$ cat src/rtl/vmem_pkg.sv
// vmem_pkg: shared constants and types for the video-memory controller.
//   - ColsDefault / RowsDefault : default text geometry
//   - CmdPage                   : cpu_addr[19:12] value that selects the command register
//   - OpClear / OpScroll        : command opcodes in cpu_din[1:0]
//   - state_e                   : engine FSM encoding
package vmem_pkg;

  localparam int unsigned ColsDefault = 70;
  localparam int unsigned RowsDefault = 30;

  localparam logic [7:0] CmdPage = 8'hFF;

  localparam logic [1:0] OpClear  = 2'b01;
  localparam logic [1:0] OpScroll = 2'b10;

  typedef enum logic [2:0] {
    StIdle,
    StClr,
    StScrRd,
    StScrWr,
    StFill
  } state_e;

endpackage

$ cat src/rtl/vmem_walker.sv
// vmem_walker: row-major (row, col) cursor for the video-memory engine.
//   clock, reset   : system clock, asynchronous active-high reset
//   clear          : return the cursor to (0, 0)
//   step           : advance one cell; col wraps at COLS-1 into the next row
//   last_row_limit : row on which done is flagged
//   row, col       : current cursor
//   done           : cursor sits on (last_row_limit, COLS-1)
module vmem_walker
  import vmem_pkg::*;
#(
  parameter int unsigned COLS = ColsDefault,
  parameter int unsigned ROWS = RowsDefault
) (
  input  logic       clock,
  input  logic       reset,
  input  logic       clear,
  input  logic       step,
  input  logic [4:0] last_row_limit,
  output logic [4:0] row,
  output logic [6:0] col,
  output logic       done
);

  localparam logic [6:0] LastCol = 7'(COLS - 1);

  logic [4:0] row_q;
  logic [6:0] col_q;

  always_ff @(posedge clock or posedge reset) begin
    if (reset) begin
      row_q <= 5'd0;
      col_q <= 7'd0;
    end else if (clear) begin
      row_q <= 5'd0;
      col_q <= 7'd0;
    end else if (step) begin
      if (col_q == LastCol) begin
        col_q <= 7'd0;
        // The final step of a pass runs row past the limit; the FSM leaves the
        // writing state on that same edge, so the out-of-range row is never used.
        row_q <= row_q + 5'd1;
      end else begin
        col_q <= col_q + 7'd1;
      end
    end
  end

  assign row  = row_q;
  assign col  = col_q;
  assign done = (col_q == LastCol) && (row_q == last_row_limit);

endmodule

$ cat src/rtl/vmem_ctrl.sv
// vmem_ctrl: text video-memory controller with CLEAR and SCROLL engine.
//   clock, reset       : system clock, asynchronous active-high reset
//   cpu_we             : CPU store strobe (already qualified for the region)
//   cpu_addr, cpu_din  : CPU store address / data; page 8'hFF is the command register
//   vm_we, vm_waddr,
//   vm_wdata           : video-memory write port (CPU stores win over the engine)
//   vm_raddr, vm_rdata : engine read port, synchronous RAM (data one cycle later)
//   status             : {30'b0, err, busy}
module vmem_ctrl
  import vmem_pkg::*;
#(
  parameter int unsigned COLS = ColsDefault,
  parameter int unsigned ROWS = RowsDefault
) (
  input  logic        clock,
  input  logic        reset,
  input  logic        cpu_we,
  input  logic [31:0] cpu_addr,
  input  logic [31:0] cpu_din,
  output logic        vm_we,
  output logic [11:0] vm_waddr,
  output logic [7:0]  vm_wdata,
  output logic [11:0] vm_raddr,
  input  logic [7:0]  vm_rdata,
  output logic [31:0] status
);

  state_e      state_q;
  logic [7:0]  fill_q;
  logic [7:0]  hold_q;
  logic        rd_pending_q;
  logic        err_q;
  logic [11:0] raddr_q;

  logic        cmd_hit;
  logic        cpu_wr;
  logic        op_clear;
  logic        op_scroll;
  logic        op_valid;
  logic        err_clr;
  logic        busy;
  logic        stall;

  logic        walk_clear;
  logic        walk_step;
  logic [4:0]  last_row_limit;
  logic [4:0]  row;
  logic [6:0]  col;
  logic        walk_done;

  logic        eng_we;
  logic [7:0]  eng_data;

  // Address/data bits with no function in this block.
  logic unused_cpu_bits;
  assign unused_cpu_bits = ^{cpu_addr[31:20], cpu_din[30:16]};

  // ---------------------------------------------------------------------------
  // CPU decode
  // ---------------------------------------------------------------------------
  assign cmd_hit   = cpu_we && (cpu_addr[19:12] == CmdPage);
  assign cpu_wr    = cpu_we && (cpu_addr[19:12] != CmdPage);
  assign op_clear  = cmd_hit && (cpu_din[1:0] == OpClear);
  assign op_scroll = cmd_hit && (cpu_din[1:0] == OpScroll);
  assign op_valid  = op_clear || op_scroll;
  assign err_clr   = cmd_hit && cpu_din[31];

  assign busy  = (state_q != StIdle);
  assign stall = cpu_wr;

  // ---------------------------------------------------------------------------
  // Walker control and engine write request
  // ---------------------------------------------------------------------------
  always_comb begin
    walk_clear     = (state_q == StIdle) && op_valid;
    walk_step      = 1'b0;
    eng_we         = 1'b0;
    eng_data       = fill_q;
    last_row_limit = 5'(ROWS - 1);
    unique case (state_q)
      StClr, StFill: begin
        walk_step = !stall;
        eng_we    = !stall;
      end
      StScrRd: begin
        last_row_limit = 5'(ROWS - 2);
      end
      StScrWr: begin
        last_row_limit = 5'(ROWS - 2);
        walk_step      = !stall;
        eng_we         = !stall;
        // Read data is only registered into hold_q at the end of the first
        // SCR_WR cycle, so that cycle writes straight from the RAM output.
        eng_data       = rd_pending_q ? vm_rdata : hold_q;
      end
      default: ;
    endcase
  end

  vmem_walker #(
    .COLS(COLS),
    .ROWS(ROWS)
  ) u_walker (
    .clock          (clock),
    .reset          (reset),
    .clear          (walk_clear),
    .step           (walk_step),
    .last_row_limit (last_row_limit),
    .row            (row),
    .col            (col),
    .done           (walk_done)
  );

  // Read address follows the engine only in SCR_RD and holds otherwise.
  assign vm_raddr = (state_q == StScrRd) ? {row + 5'd1, col} : raddr_q;

  // ---------------------------------------------------------------------------
  // Write-port mux: CPU store has priority, idle port drives zeros.
  // ---------------------------------------------------------------------------
  always_comb begin
    vm_we    = 1'b0;
    vm_waddr = 12'd0;
    vm_wdata = 8'd0;
    if (cpu_wr) begin
      vm_we    = 1'b1;
      vm_waddr = cpu_addr[11:0];
      vm_wdata = cpu_din[7:0];
    end else if (eng_we) begin
      vm_we    = 1'b1;
      vm_waddr = {row, col};
      vm_wdata = eng_data;
    end
  end

  assign status = {30'd0, err_q, busy};

  // ---------------------------------------------------------------------------
  // FSM and engine registers
  // ---------------------------------------------------------------------------
  always_ff @(posedge clock or posedge reset) begin
    if (reset) begin
      state_q      <= StIdle;
      fill_q       <= 8'd0;
      hold_q       <= 8'd0;
      rd_pending_q <= 1'b0;
      err_q        <= 1'b0;
      raddr_q      <= 12'd0;
    end else begin
      raddr_q      <= vm_raddr;
      // A stalled SCR_RD re-reads the same address, so capturing every cycle
      // after SCR_RD is always the data for the cell about to be written.
      rd_pending_q <= (state_q == StScrRd);
      if (rd_pending_q) begin
        hold_q <= vm_rdata;
      end

      if (err_clr) begin
        err_q <= 1'b0;
      end else if (op_valid && busy) begin
        err_q <= 1'b1;
      end

      unique case (state_q)
        StIdle: begin
          if (op_clear) begin
            state_q <= StClr;
            fill_q  <= cpu_din[15:8];
          end else if (op_scroll) begin
            state_q <= StScrRd;
            fill_q  <= cpu_din[15:8];
          end
        end
        StClr: begin
          if (!stall && walk_done) begin
            state_q <= StIdle;
          end
        end
        StScrRd: begin
          if (!stall) begin
            state_q <= StScrWr;
          end
        end
        StScrWr: begin
          // The wrapping step after (ROWS-2, COLS-1) lands on (ROWS-1, 0).
          if (!stall) begin
            state_q <= walk_done ? StFill : StScrRd;
          end
        end
        StFill: begin
          if (!stall && walk_done) begin
            state_q <= StIdle;
          end
        end
        default: state_q <= StIdle;
      endcase
    end
  end

endmodule
$ cat config.mk
export PLATFORM = sky130hd
export DESIGN_NAME = vmem_ctrl
export DESIGN_NICKNAME = d
export VERILOG_FILES = /design/src/rtl/vmem_pkg.sv /design/src/rtl/vmem_walker.sv /design/src/rtl/vmem_ctrl.sv
export SDC_FILE = /design/constraint.sdc
export NUM_CORES = 1
export LEC_CHECK = 0
export CAP_MARGIN = 20
export CELL_PAD_IN_SITES_DETAIL_PLACEMENT = 1
export CELL_PAD_IN_SITES_GLOBAL_PLACEMENT = 2
export CORE_MARGIN = 10
export CORE_UTILIZATION = 25
export DETAILED_ROUTE_END_ITERATION = 12
export PLACE_DENSITY_LB_ADDON = 0.1
export REMOVE_ABC_BUFFERS = 1
export SLEW_MARGIN = 10
export SYNTH_ARGS = -nofsm -noshare
export SYNTH_HDL_FRONTEND = slang
export SYNTH_HIERARCHICAL = 1
export SYNTH_SLANG_ARGS = --single-unit
$ cat constraint.sdc
create_clock -name clock -period 4.6 [get_ports clock]
set_input_delay 1.15 -clock clock [delete_from_list [all_inputs] [get_ports clock]]
set_output_delay 1.15 -clock clock [all_outputs]
set_load 0.005 [all_outputs]
==> results.toml <==
[worst_setup_path]
reg2reg_from = "u_walker/col[1]"
worstPathMaxFanout = 8
critPathLaunchType = "primary input"
crit_type = "in -> out"
crit_required_ns = 3.45
worstPathArrival_ns = 3.18
r2r_cells = 7
r2r_slack_ns = 2.17
cp-end-kind = "output port"
reg2reg_to = "state_q[1]"

[power_and_ir_drop]
ir_drop_mv = 0.115
clkPwrFrac_pct = 27.3
cellPowerDensity_nw_per_um2 = 310
internal-power_mw = 0.796
p_switching_mw = 0.346
p_comb_share_pct = 28.7
p_leak_nw = 1.66
pwr-share-seq_pct = 44.0
swShare_pct = 30.3

[place]
dpl.cell_count = 469
port_buffers = 82
hpwl_um = 6180
gp_congestion = 0.699

[routing]
vias = 2144
drtAntennaViolNets = 0
drt-wirelength-per-cell_um = 17.2
drt_wl_total_um = 8190
drt-vias-per-instance = 4.49
first_pass_iters = 4
drt_iter0_drc = 82
drc = 0

[synthesis]
synth_simple_gate_area_share_pct = 13.2
synth.mux.area_fraction_pct = 14.8
synth_cell_type_count = 49
syn-cell-area_sq_um = 2720
synth_area_leaders = "dfrtp_1, buf_4, mux2_2"
yosys_warnings = 6
synth_cells = 257
async_flop_share_pct = 100
synth_top_family_by_area = "multiplexers"
yosys.area.top_type = "dfrtp_1"
synth-compound-area-share_pct = 11.9
synth_flop_cell = "dfrtp_1"
seq_area_frac_synth_pct = 41.5
ys_ff_latch = 45
synthAdderAreaFrac_pct = 1.84
synth_top_area_share_pct = 41.5
synth_most_common_cell = "dfrtp_1"
synth_common_cells = "dfrtp_1, buf_4, mux2_2, a22o_1, nand2_1"
synth_xor_area_share_pct = 3.23
synth-edff-count = 0
synth_area_per_cell_sq_um = 10.6

[layout]
fillers = 1215
final_nets = 419
num_antenna_cells = 0
post-route-util_pct = 35.2
layout-drive-gt1-share_pct = 10.9
area_delta_synth_final_pct = 35.5
final_cells = 477

[cts]
clockBufferDepth = 2
cts.sinks = 45
post_cts_buffers = 0
h-tree-depth = 2
cts.clk_slew.worst_paths_ns = 0.10
clockRootBuffer = "clkbuf_8"
cts_tree = "yes"
cts_buffers = 5
clock_latency_ns = 0.30
hold_buffers = 0
cts.repair.resized = 0

[sta]
slew_headroom_pct = 46.9
hold_viol_final = 0
fin_crit_sh_pct = 94.1
fin_skew_ns = 0.00708
finalSetupTns_ns = 0
layout_min_cycle_time_ns = 4.33
finalSetupViolCount = 0
clock.fmax_mhz = 231
slew_viol_final = 0
rsz0062_at_grt = "no"
worst_pin_slew_ns = 0.796

[global_routing]
track_usage_pct = 10.5
grt_first_pass_wirelength_um = 13500
grt_max_degree = 26
antenna_found_initial = 0
gr-total-overflow = 0
grt_pass1_vias = 2373

[floorplan]
die-height_um = 124
ioPinCount = 140
die_w_um = 124
initial_utilization_pct = 26.0
die_area_sq_um = 15400
rows = 37
core_area_sq_um = 10500

[worst_hold_path]
hp-start = "fill_q[3]"
min_path_type = "reg -> reg"
whs_path_depth = 1
min_to = "fill_q[3]"

[flow_run]
max_cap_violations = 0

[run_status]
status = "completed"
## power groups by stage
| stage | combinational (mW) | sequential, mW | clock, mW |
|---|---|---|---|
| 2_1_floorplan | 0.173 | 0.489 | 0 |
| 3_3_place_gp | 0.324 | 0.511 | 0 |
| 3_5_place_dp | 0.330 | 0.512 | 0 |
| 4_1_cts | 0.333 | 0.505 | 0.329 |
| 5_1_grt | 0.368 | 0.516 | 0.345 |
| 6_report | 0.327 | 0.503 | 0.312 |
## area by class of cell
class	instances	area, sq um	share of cell area, %
Clock inverter	2	38.8	1.05
Sequential cell	45	1130	30.6
Clock buffer	6	72.6	1.97
Timing Repair Buffer	87	878	23.9
Multi-Input combinational cell	193	1360	36.9
Inverter	8	35.0	0.952
Tap cell	136	170	4.63
## critical path, cell delays in order
cell and delay [ns]:
clkdlybuf4s50_1 0.46, nand4_1 0.16, o21a_1 0.23, or2_1 0.28, buf_4 0.20, o22ai_1 0.16
clkdlybuf4s50_1 0.53
## registers in the layout, indices dropped and copies added (netlist names)
name          flops
err_q             1
fill_q            8
hold_q            8
raddr_q          12
rd_pending_q      1
state_q           3
u_walker/col      7
u_walker/row      5
## logic make-up after synthesis
kind of cell,count (synthesis)
muxes,37
other,2
adders and majority gates,4
xor gates and xnor gates,10
buffers and inverters,51
DFF,45
AOI/OAI and AO/OA,49
and+or+nand+nor,59
## layout by cell type, fill, tap and decap left out, types with 3 or more instances in the layout
cell type         n
clkdlybuf4s50_1  82
dfrtp_1          45
conb_1           34
mux2_2           15
a22o_1           13
nand2_1          13
mux2_1           11
nor2_1           11
mux2i_1          11
a21oi_1          11
o21ai_1           7
inv_1             6
o21ai_0           6
xnor2_1           5
xor2_1            5
clkbuf_8          5
nand3_1           4
or3_1             4
ha_1              4
buf_4             4
nand4_1           3
nand2b_1          3
o31ai_1           3
nor2b_1           3
## layer usage
layer / vias to the layer above / track usage, % / part of all wire [%]
met1: 1044 / 12.8 / 45
met4: 0 / 3.07 / 1.0
met2: 78 / 17.0 / 47
li1: 1015 / - / -
met3: 7 / 3.74 / 7.3
met5: - / 0 / 0
## through the flow
stage,cell area [sq um],total power [mW],setup slack [ns],hold slack [ns]
3_5_place_dp,3570,0.842,0.220,0.476
2_1_floorplan,2510,0.663,0.995,0.458
3_3_place_gp,3540,0.835,0.225,0.469
4_1_cts,3680,1.17,0.209,0.502
6_report,3680,1.14,0.272,0.494
5_1_grt,3680,1.23,0.124,0.518
## worst max path at each step
stage,end,from,slack [ns]
floorplan,vm_waddr[0],cpu_addr[16],0.99
global placement,vm_wdata[1],cpu_addr[17],0.23
detailed placement,vm_wdata[1],cpu_addr[17],0.22
CTS,vm_wdata[1],cpu_addr[17],0.21
global route,vm_wdata[1],cpu_addr[17],0.12
finish,vm_wdata[1],cpu_addr[17],0.27
No activity file was read; power rests on OpenSTA's default activity.
